--- src/rtl/trail_pkg.sv ---
// Shared definitions for the trail RAM write path.
//   FRAME_W / FRAME_H / NUM_PIXELS / ADDR_W : frame geometry and RAM addressing
//   COL_*                                   : colour codes stored per pixel
//   GNT_P1 / GNT_P2                         : encoding of the round-robin last_grant bit
//   arb_state_t                             : write arbiter FSM state
package trail_pkg;

  localparam int FRAME_W    = 640;
  localparam int FRAME_H    = 480;
  localparam int NUM_PIXELS = FRAME_W * FRAME_H;
  localparam int ADDR_W     = 19;

  localparam logic [7:0] COL_EMPTY = 8'h00;
  localparam logic [7:0] COL_P1    = 8'hFF;
  localparam logic [7:0] COL_P2    = 8'h80;

  localparam logic GNT_P1 = 1'b0;
  localparam logic GNT_P2 = 1'b1;

  typedef enum logic {
    IDLE  = 1'b0,
    CLEAR = 1'b1
  } arb_state_t;

endpackage

--- src/rtl/rr_arbiter2.sv ---
// Two-requester round-robin arbiter.
//   CLOCK_50, reset : clock, synchronous active-high reset
//   req[1:0]        : bit 0 = player 1, bit 1 = player 2
//   enable          : when low no grant is issued
//   accept          : a granted write was taken this cycle; advances last_grant
//   grant[1:0]      : combinational one-hot (or zero) grant
module rr_arbiter2
  import trail_pkg::*;
(
  input  logic       CLOCK_50,
  input  logic       reset,
  input  logic [1:0] req,
  input  logic       enable,
  input  logic       accept,
  output logic [1:0] grant
);

  // Which requester won the most recent accepted write. Reset to P2 so
  // that P1 wins the first tie.
  logic last_grant;

  always_comb begin
    grant = 2'b00;
    if (enable) begin
      case (req)
        2'b01:   grant = 2'b01;
        2'b10:   grant = 2'b10;
        2'b11:   grant = (last_grant == GNT_P2) ? 2'b01 : 2'b10;
        default: grant = 2'b00;
      endcase
    end
  end

  always_ff @(posedge CLOCK_50) begin
    if (reset) begin
      last_grant <= GNT_P2;
    end else if (accept) begin
      last_grant <= grant[1] ? GNT_P2 : GNT_P1;
    end
  end

endmodule

--- src/rtl/trail_ram_write_arbiter.sv ---
// Owner of the trail RAM write port. Shares it between the two player trail
// writers (round-robin) and sweeps the whole frame with CLEAR_VAL after
// reset (AUTO_CLEAR) and on every clear_req.
//
// Handshake: a player write is accepted in any cycle where reqX && grantX.
// Grants are combinational from req, state and last_grant; a requester keeps
// addr/data stable while req is high and not yet granted, and may drop req
// at any time, in which case nothing is written.
//
// Ports:
//   CLOCK_50, reset          : system/RAM write clock, synchronous active-high reset
//   clear_req                : one-cycle pulse, start a frame clear
//   p1_req/addr/data/grant   : player 1 write request channel
//   p2_req/addr/data/grant   : player 2 write request channel
//   ram_wraddress/data/wren  : registered RAM write port (one cycle after accept)
//   clearing                 : high while the frame clear is in progress
//   clear_done               : one-cycle pulse after the last clear write is issued
//   oob_drop                 : one-cycle pulse when an accepted write is out of range
//   dbg_state                : current FSM state
module trail_ram_write_arbiter
  import trail_pkg::*;
#(
  parameter int              ADDR_W     = trail_pkg::ADDR_W,
  parameter int              DATA_W     = 8,
  parameter int              NUM_PIXELS = trail_pkg::NUM_PIXELS,
  parameter logic [DATA_W-1:0] CLEAR_VAL = '0,
  parameter bit              AUTO_CLEAR = 1'b1
) (
  input  logic              CLOCK_50,
  input  logic              reset,
  input  logic              clear_req,
  input  logic              p1_req,
  input  logic [ADDR_W-1:0] p1_addr,
  input  logic [DATA_W-1:0] p1_data,
  output logic              p1_grant,
  input  logic              p2_req,
  input  logic [ADDR_W-1:0] p2_addr,
  input  logic [DATA_W-1:0] p2_data,
  output logic              p2_grant,
  output logic [ADDR_W-1:0] ram_wraddress,
  output logic [DATA_W-1:0] ram_data,
  output logic              ram_wren,
  output logic              clearing,
  output logic              clear_done,
  output logic              oob_drop,
  output arb_state_t        dbg_state
);

  // One extra bit so NUM_PIXELS == 2**ADDR_W is still representable.
  localparam logic [ADDR_W:0]   PIX_LIMIT = (ADDR_W+1)'(NUM_PIXELS);
  localparam logic [ADDR_W-1:0] LAST_ADDR = ADDR_W'(NUM_PIXELS - 1);

  arb_state_t        state;
  logic [ADDR_W-1:0] clr_cnt;
  logic              auto_pending;  // first cycle after reset, auto clear armed

  logic [1:0]        grant;
  logic              arb_enable;
  logic              accept;
  logic [ADDR_W-1:0] sel_addr;
  logic [DATA_W-1:0] sel_data;

  // A clear request (explicit or automatic) beats any player request in the
  // same cycle, so the arbiter is disabled for that cycle too.
  assign arb_enable = (state == IDLE) && !reset && !clear_req && !auto_pending;

  rr_arbiter2 u_rr (
    .CLOCK_50 (CLOCK_50),
    .reset    (reset),
    .req      ({p2_req, p1_req}),
    .enable   (arb_enable),
    .accept   (accept),
    .grant    (grant)
  );

  assign p1_grant = grant[0];
  assign p2_grant = grant[1];
  assign accept   = (p1_req && grant[0]) || (p2_req && grant[1]);
  assign sel_addr = grant[1] ? p2_addr : p1_addr;
  assign sel_data = grant[1] ? p2_data : p1_data;

  assign clearing  = (state == CLEAR) && !reset;
  assign dbg_state = state;

  always_ff @(posedge CLOCK_50) begin
    if (reset) begin
      state         <= IDLE;
      clr_cnt       <= '0;
      auto_pending  <= AUTO_CLEAR;
      ram_wren      <= 1'b0;
      ram_wraddress <= '0;
      ram_data      <= '0;
      clear_done    <= 1'b0;
      oob_drop      <= 1'b0;
    end else begin
      ram_wren     <= 1'b0;
      clear_done   <= 1'b0;
      oob_drop     <= 1'b0;
      auto_pending <= 1'b0;
      case (state)
        IDLE: begin
          if (clear_req || auto_pending) begin
            state   <= CLEAR;
            clr_cnt <= '0;
          end else if (accept) begin
            if ({1'b0, sel_addr} < PIX_LIMIT) begin
              ram_wren      <= 1'b1;
              ram_wraddress <= sel_addr;
              ram_data      <= sel_data;
            end else begin
              oob_drop <= 1'b1;
            end
          end
        end
        CLEAR: begin
          // clear_req is ignored here: the sweep is never restarted.
          ram_wren      <= 1'b1;
          ram_wraddress <= clr_cnt;
          ram_data      <= CLEAR_VAL;
          if (clr_cnt == LAST_ADDR) begin
            state      <= IDLE;
            clr_cnt    <= '0;
            clear_done <= 1'b1;
          end else begin
            clr_cnt <= clr_cnt + 1'b1;
          end
        end
        default: state <= IDLE;
      endcase
    end
  end

endmodule

--- config.mk ---
export PLATFORM = sky130hd
export DESIGN_NAME = trail_ram_write_arbiter
export DESIGN_NICKNAME = d
export VERILOG_FILES = /design/src/rtl/trail_pkg.sv /design/src/rtl/rr_arbiter2.sv /design/src/rtl/trail_ram_write_arbiter.sv
export SDC_FILE = /design/constraint.sdc
export NUM_CORES = 1
export LEC_CHECK = 0
export ABC_AREA = 0
export BUFFER_PORTS_ARGS = -buffer_cell sky130_fd_sc_hd__clkbuf_2
export CORE_ASPECT_RATIO = 0.8
export CORE_MARGIN = 5
export CORE_UTILIZATION = 50
export CTS_CLUSTER_SIZE = 10
export DETAILED_ROUTE_END_ITERATION = 10
export MAX_ROUTING_LAYER = met4
export PLACE_DENSITY_LB_ADDON = 0.25
export SETUP_SLACK_MARGIN = 0.05
export SLEW_MARGIN = 25
export SYNTH_ARGS = -nofsm -noshare
export SYNTH_HDL_FRONTEND = slang
export SYNTH_HIERARCHICAL = 1
export SYNTH_SLANG_ARGS = --single-unit
export TNS_END_PERCENT = 30
--- constraint.sdc ---
create_clock -name CLOCK_50 -period 3.5 [get_ports CLOCK_50]
set_input_delay 0.175 -clock CLOCK_50 [delete_from_list [all_inputs] [get_ports CLOCK_50]]
set_output_delay 0.175 -clock CLOCK_50 [all_outputs]
set_load 0.01 [all_outputs]
# Yosys cells after proc, flatten, opt, wreduce, memory -nomap -nowiden
# Cells that the tools add are included.
# word_totals
out_inout_bits	34
n_memories	0
ramBits	0
romBits	0
latchBits	0
inputBits	59
wordCells	62
register_bits	52
# classes
bitwise	2
n_eq_ne	8
muxes	27
n_reduce_logical	14
div_mod_pow	0
n_addsub	1
multipliers	0
shift	0
order_cmp	1
# op_table
operator	count
$mux 19	6
$pmux 19 s2	2
$mux 8	4
$add 19x1->19 const B	1
$eq 19x19->1 const B	1
$lt 19x19->1 const B	1
$pmux 8 s2	1
$mux 1	9
$logic_and 1x1->1	6
$pmux 2 s3	1
$eq 2x2->1 const B	2
$mux 2	2
$ne 2x1->1 const B	2
$ne 2x2->1 const B	2
$pmux 1 s2	2
$reduce_or 4->1	1
$logic_not 1->1	3
$reduce_and 3->1	1
$eq 2x1->1 const B	1
$logic_or 1x1->1	2
$not 1->1	2
$reduce_or 2->1	1

# Longest topological paths before layout
# logic_depth
depth_word	11
mapped_depth	15

# Modules after synthesis
# The synthesis kept the hierarchy.
# by_module_without_submodules
module	seq_area_each_um2	area_per_inst_um2	n_inst	cells_each
trail_ram_write_arbiter	1021.0	2586.2	1	280
rr_arbiter2	20.0	65.1	1	9

# Worst setup path before layout
# Ideal clock, no wire load.
# synth_path
path_type	register -> register
start	reg state, in the netlist dbg_state
end	reg ram_wraddress[2]
stages_incl_launch_ff	15
setup_slack_ns	0.345
setup_time_ns	0.142
t_arrival_ns	3.013
cell_sequence	dfxtp_1 -> clkbuf_1 -> or2_1 -> nand2b_1 -> clkbuf_1 -> inv_2 -> and2_1 -> and2_1 -> or3_1 -> a222oi_1 -> o21a_1 -> buf_6 -> buf_6 -> mux2i_1 -> o22ai_1
# synth_via
elab_chain_cells	10
# synth_lines
item	line_no	rtl
from (decl)	trail_ram_write_arbiter.sv:53	arb_state_t state;
from (signal assigned)	trail_ram_write_arbiter.sv:87	state <= IDLE;
from (signal assigned)	trail_ram_write_arbiter.sv:103	state <= CLEAR;
from (signal assigned)	trail_ram_write_arbiter.sv:121	state <= IDLE;
$not 1->1 (*)	n/a	
$logic_and 1x1->1 (*) (3 in a row)	trail_ram_write_arbiter.sv:65	assign arb_enable = (state == IDLE) && !reset && !clear_req && !auto_pending;
via arb_enable	trail_ram_write_arbiter.sv:58	logic arb_enable;
$mux 2 (*)	rr_arbiter2.sv:24	if (enable) begin
via p2_grant	trail_ram_write_arbiter.sv:39	output logic p2_grant,
parallel branches: the longest is 5 deep, another holds $lt 19x19->1	n/a	
to (signal assigned)	trail_ram_write_arbiter.sv:108	ram_wraddress <= sel_addr;
to (signal assigned)	trail_ram_write_arbiter.sv:118	ram_wraddress <= clr_cnt;
to (decl)	trail_ram_write_arbiter.sv:40	output logic [ADDR_W-1:0] ram_wraddress,
# Mark *: on every way through the listed nets, which the timed path passes. The select of a mux whose other input is x is not followed.
# A chain may end at the register's enable or synchronous reset.

# Worst setup path in the final report
# layout_path
start	reg state, in the netlist dbg_state
end	reg ram_wraddress[2]
# layout_via
elab_chain_cells	10
# layout_lines
item	line_no
$not 1->1 (*)	n/a
$logic_and 1x1->1 (*) (3 in a row)	trail_ram_write_arbiter.sv:65
via arb_enable	trail_ram_write_arbiter.sv:58
$mux 2 (*)	rr_arbiter2.sv:24
parallel branches: the longest is 5 deep, another holds $lt 19x19->1	n/a
# Marks and branches as above.

==> qor.csv <==
stage;metric;value;unit
power_and_ir_drop;static leakage;0.00136;uW
synthesis;Top FF cell, synth;dfxtp_1;
route;drt wl/cell;14.8;um
route;antenna-violating nets left;0;
place;DP HPWL;5.09;mm
timing;Final min period;3.13;ns
critical_path;Startpoint Class;flip-flop;
global_route;total congestion overflow;0;
timing;fin crit share;89.4;%
timing;relative slew slack;52.1;%
synthesis;sequential share of the synthesized area;39.3;%
timing;Setup violations, final;0;
synthesis;cell accounting for the most synthesized area;dfxtp_1;
synthesis;Gate Count Post-Synth;289;
cts;clk buf depth;2;
die;Initial Utilization;52.3;%
synthesis;share of the synthesized area in the top cell type;39.3;%
timing;Fmax;0.320;GHz
finish;layout cells sized above 1;36.1;%
finish;Syn-to-layout area delta;23.2;%
route;drt first pass iters;5;
die;row cnt;23;
die;die area;6870;um^2
cts;Post-CTS Setup Bufs;0;
critical_path;Worst setup EP type;flip-flop;
place;Placed Instances;436;
global_route;pin count of the biggest net entering global routing;30;
critical_path;crit path max fanout;29;
cts;clock sink count;52;
cts;clk root buf;clkbuf_8;
finish;Final #Nets;441;
synthesis;synth warn;6;
die;num ports;93;
timing;Layout Skew;0.00684;ns
global_route;vias in the first global route;2237;
cts;cts bufs inserted;5;
die;die height;75.1;um
cts;H-tree depth;2;
place;routability cong.;0.842;
synthesis;EDFF count, synth;0;
cts;post-CTS resize count;0;
synthesis;syn_nets;349;
timing;Max Slew Vio Count;0;
die;Die Width;91.4;um
die;core area;5060;um^2
synthesis;number of distinct library cells after synthesis;45;
timing;unrepaired setup endpoints after global routing;no;
cts;TritonCTS clock tree;yes;
power_and_ir_drop;peak supply drop;0.000225;V
route;Routed WL;6.55;mm
finish;Non-Filler Instances;444;
critical_path;crit path DAT;3.31;ns
global_route;GRT Total Usage;20.3;%
finish;Final Core Density;64.5;%
timing;Slew @ Worst Pin;0.718;ns
finish;antenna cells;0;
status;outcome;finished, final reports clean;
route;Vias/cell;5.38;
timing;Hold Vio Cnt, Final;0;
timing;Setup TNS Final;0;ns
critical_path;Worst Path Required;3.68;ns
worst_hold_path;Hold Crit Class;in2reg;
route;via count;2390;
cts;Clk Latency, worst-skew pair;0.31;ns
place;# port buffers;92;
critical_path;WS Path Type;reg2reg;
cts;Post-CTS Hold Fix Bufs;0;
global_route;global-route wire length before repair;10.9;mm
synthesis;count leader, synth;dfxtp_1;
global_route;antenna violations before repair;0;
synthesis;Synth async-reset ratio;0;%
power_and_ir_drop;pwr/cell area;335;nW/um^2
route;DRC Markers;0;
synthesis;list of most frequent post-synthesis cells;52 x dfxtp_1, 31 x nand2_1, 28 x mux2i_1;
cts;Clock Pin Slew Worst Setup and Hold Paths;0.09;ns
synthesis;area of the mapped netlist;2650;um^2
flow_run;Max Cap Viol;0;
synthesis;ranking of synthesized cells by area;dfxtp_1 39%, mux2i_1 11%, mux2_2 7.2%;
synthesis;#FFs+latches synth;52;
synthesis;Syn Area/Cell;9.17;um^2
route;First DRT Iteration DRCs;137;
## cell families after synthesis
family | share of synthesized area (%)
adders and majority gates | 0.472
muxes | 17.8
and+or+nand+nor | 17.2
DFF | 39.3
AOI/OAI and AO/OA | 18.9
buffers and inverters | 4.67
xor gates and xnor gates | 1.65
## power by group
group	total (uW)	switching [uW]	internal, uW
Sequential	604	5.49	598
Clock	349	187	162
Combinational	141	76.6	64.9
## cell usage in the layout, fill, tap and decap left out, types with 2 or more instances in the layout
cell type / Yosys / routed
buf_4: 0 / 9
o21ai_1: 19 / 19
nor2b_1: 2 / 2
nand2_1: 31 / 31
mux2i_1: 28 / 28
clkbuf_2: 0 / 92
inv_1: 4 / 4
nor3_1: 4 / 4
a22o_1: 8 / 8
nor2_1: 19 / 19
nand2b_1: 4 / 4
a21o_1: 5 / 5
or3_1: 3 / 3
inv_2: 2 / 2
or2_1: 2 / 2
o22ai_1: 4 / 4
clkbuf_8: 0 / 6
clkbuf_1: 10 / 2
xor2_1: 3 / 3
xnor2_1: 2 / 2
nand4_1: 2 / 2
a21oi_1: 11 / 11
and2_1: 4 / 4
a31oi_1: 9 / 9
nand3_1: 7 / 7
and3_1: 6 / 6
mux2_2: 17 / 17
a211oi_2: 8 / 8
dfxtp_1: 52 / 52
## per-stage QoR
step	worst slack (ns)	hold WS (ns)	cell area [um^2]	power [uW]
3_3_place_gp	0.518	0.473	3180	757
4_1_cts	0.358	0.142	3270	1110
6_report	0.372	0.153	3270	1090
2_1_floorplan	0.345	0.203	2650	695
3_5_place_dp	0.376	0.469	3180	760
5_1_grt	0.177	0.155	3270	1150
## path summary, 6_finish.rpt
| kind | startpoint | to | slack [ns] | cells after the start |
|---|---|---|---|---|
| setup / recovery | dbg_state | ram_wraddress[2] | 0.37 | 11 |
| setup reg to reg | dbg_state | ram_wraddress[2] | 0.37 | 11 |
| hold / removal | reset | auto_pending | 0.15 | 2 |
| hold reg to reg | clr_cnt[9] | ram_wraddress[9] | 0.52 | 2 |
## state kept, by name, indices dropped and copies added (netlist names)
signal,count
ram_data,8
oob_drop,1
auto_pending,1
clr_cnt,19
clear_done,1
ram_wraddress,19
dbg_state,1
u_rr/last_grant,1
ram_wren,1
## worst max-delay path: stages, from the launching register on
cell      delay [ns]
dfxtp_1         0.31
or2_1           0.23
nand2b_1        0.17
inv_2           0.08
and2_1          0.13
and2_1          0.32
or3b_1          0.39
a222oi_1        0.46
o21a_2          0.34
buf_12          0.24
mux2i_1         0.21
o22ai_1         0.10
## routing by layer
layer | routed length, um | up-vias | part of all wire [%] | global-route usage [%]
met5 | 0 | - | 0 | -
met4 | 74 | 0 | 1.1 | 5.86
met3 | 364 | 7 | 5.6 | 4.30
met2 | 3010 | 55 | 46 | 31.9
met1 | 3100 | 1099 | 47 | 26.7
li1 | - | 1229 | - | -
## final cells by class
cell class | instances | area (um^2)
inverters | 6 | 22.5
well taps | 62 | 77.6
clock buffers | 8 | 90.1
repair buffers | 102 | 548
flip-flops and latches | 52 | 1040
fillers | 446 | 1800
multi-input cells | 214 | 1490
Note: power is estimated with default switching activity, not from simulation.
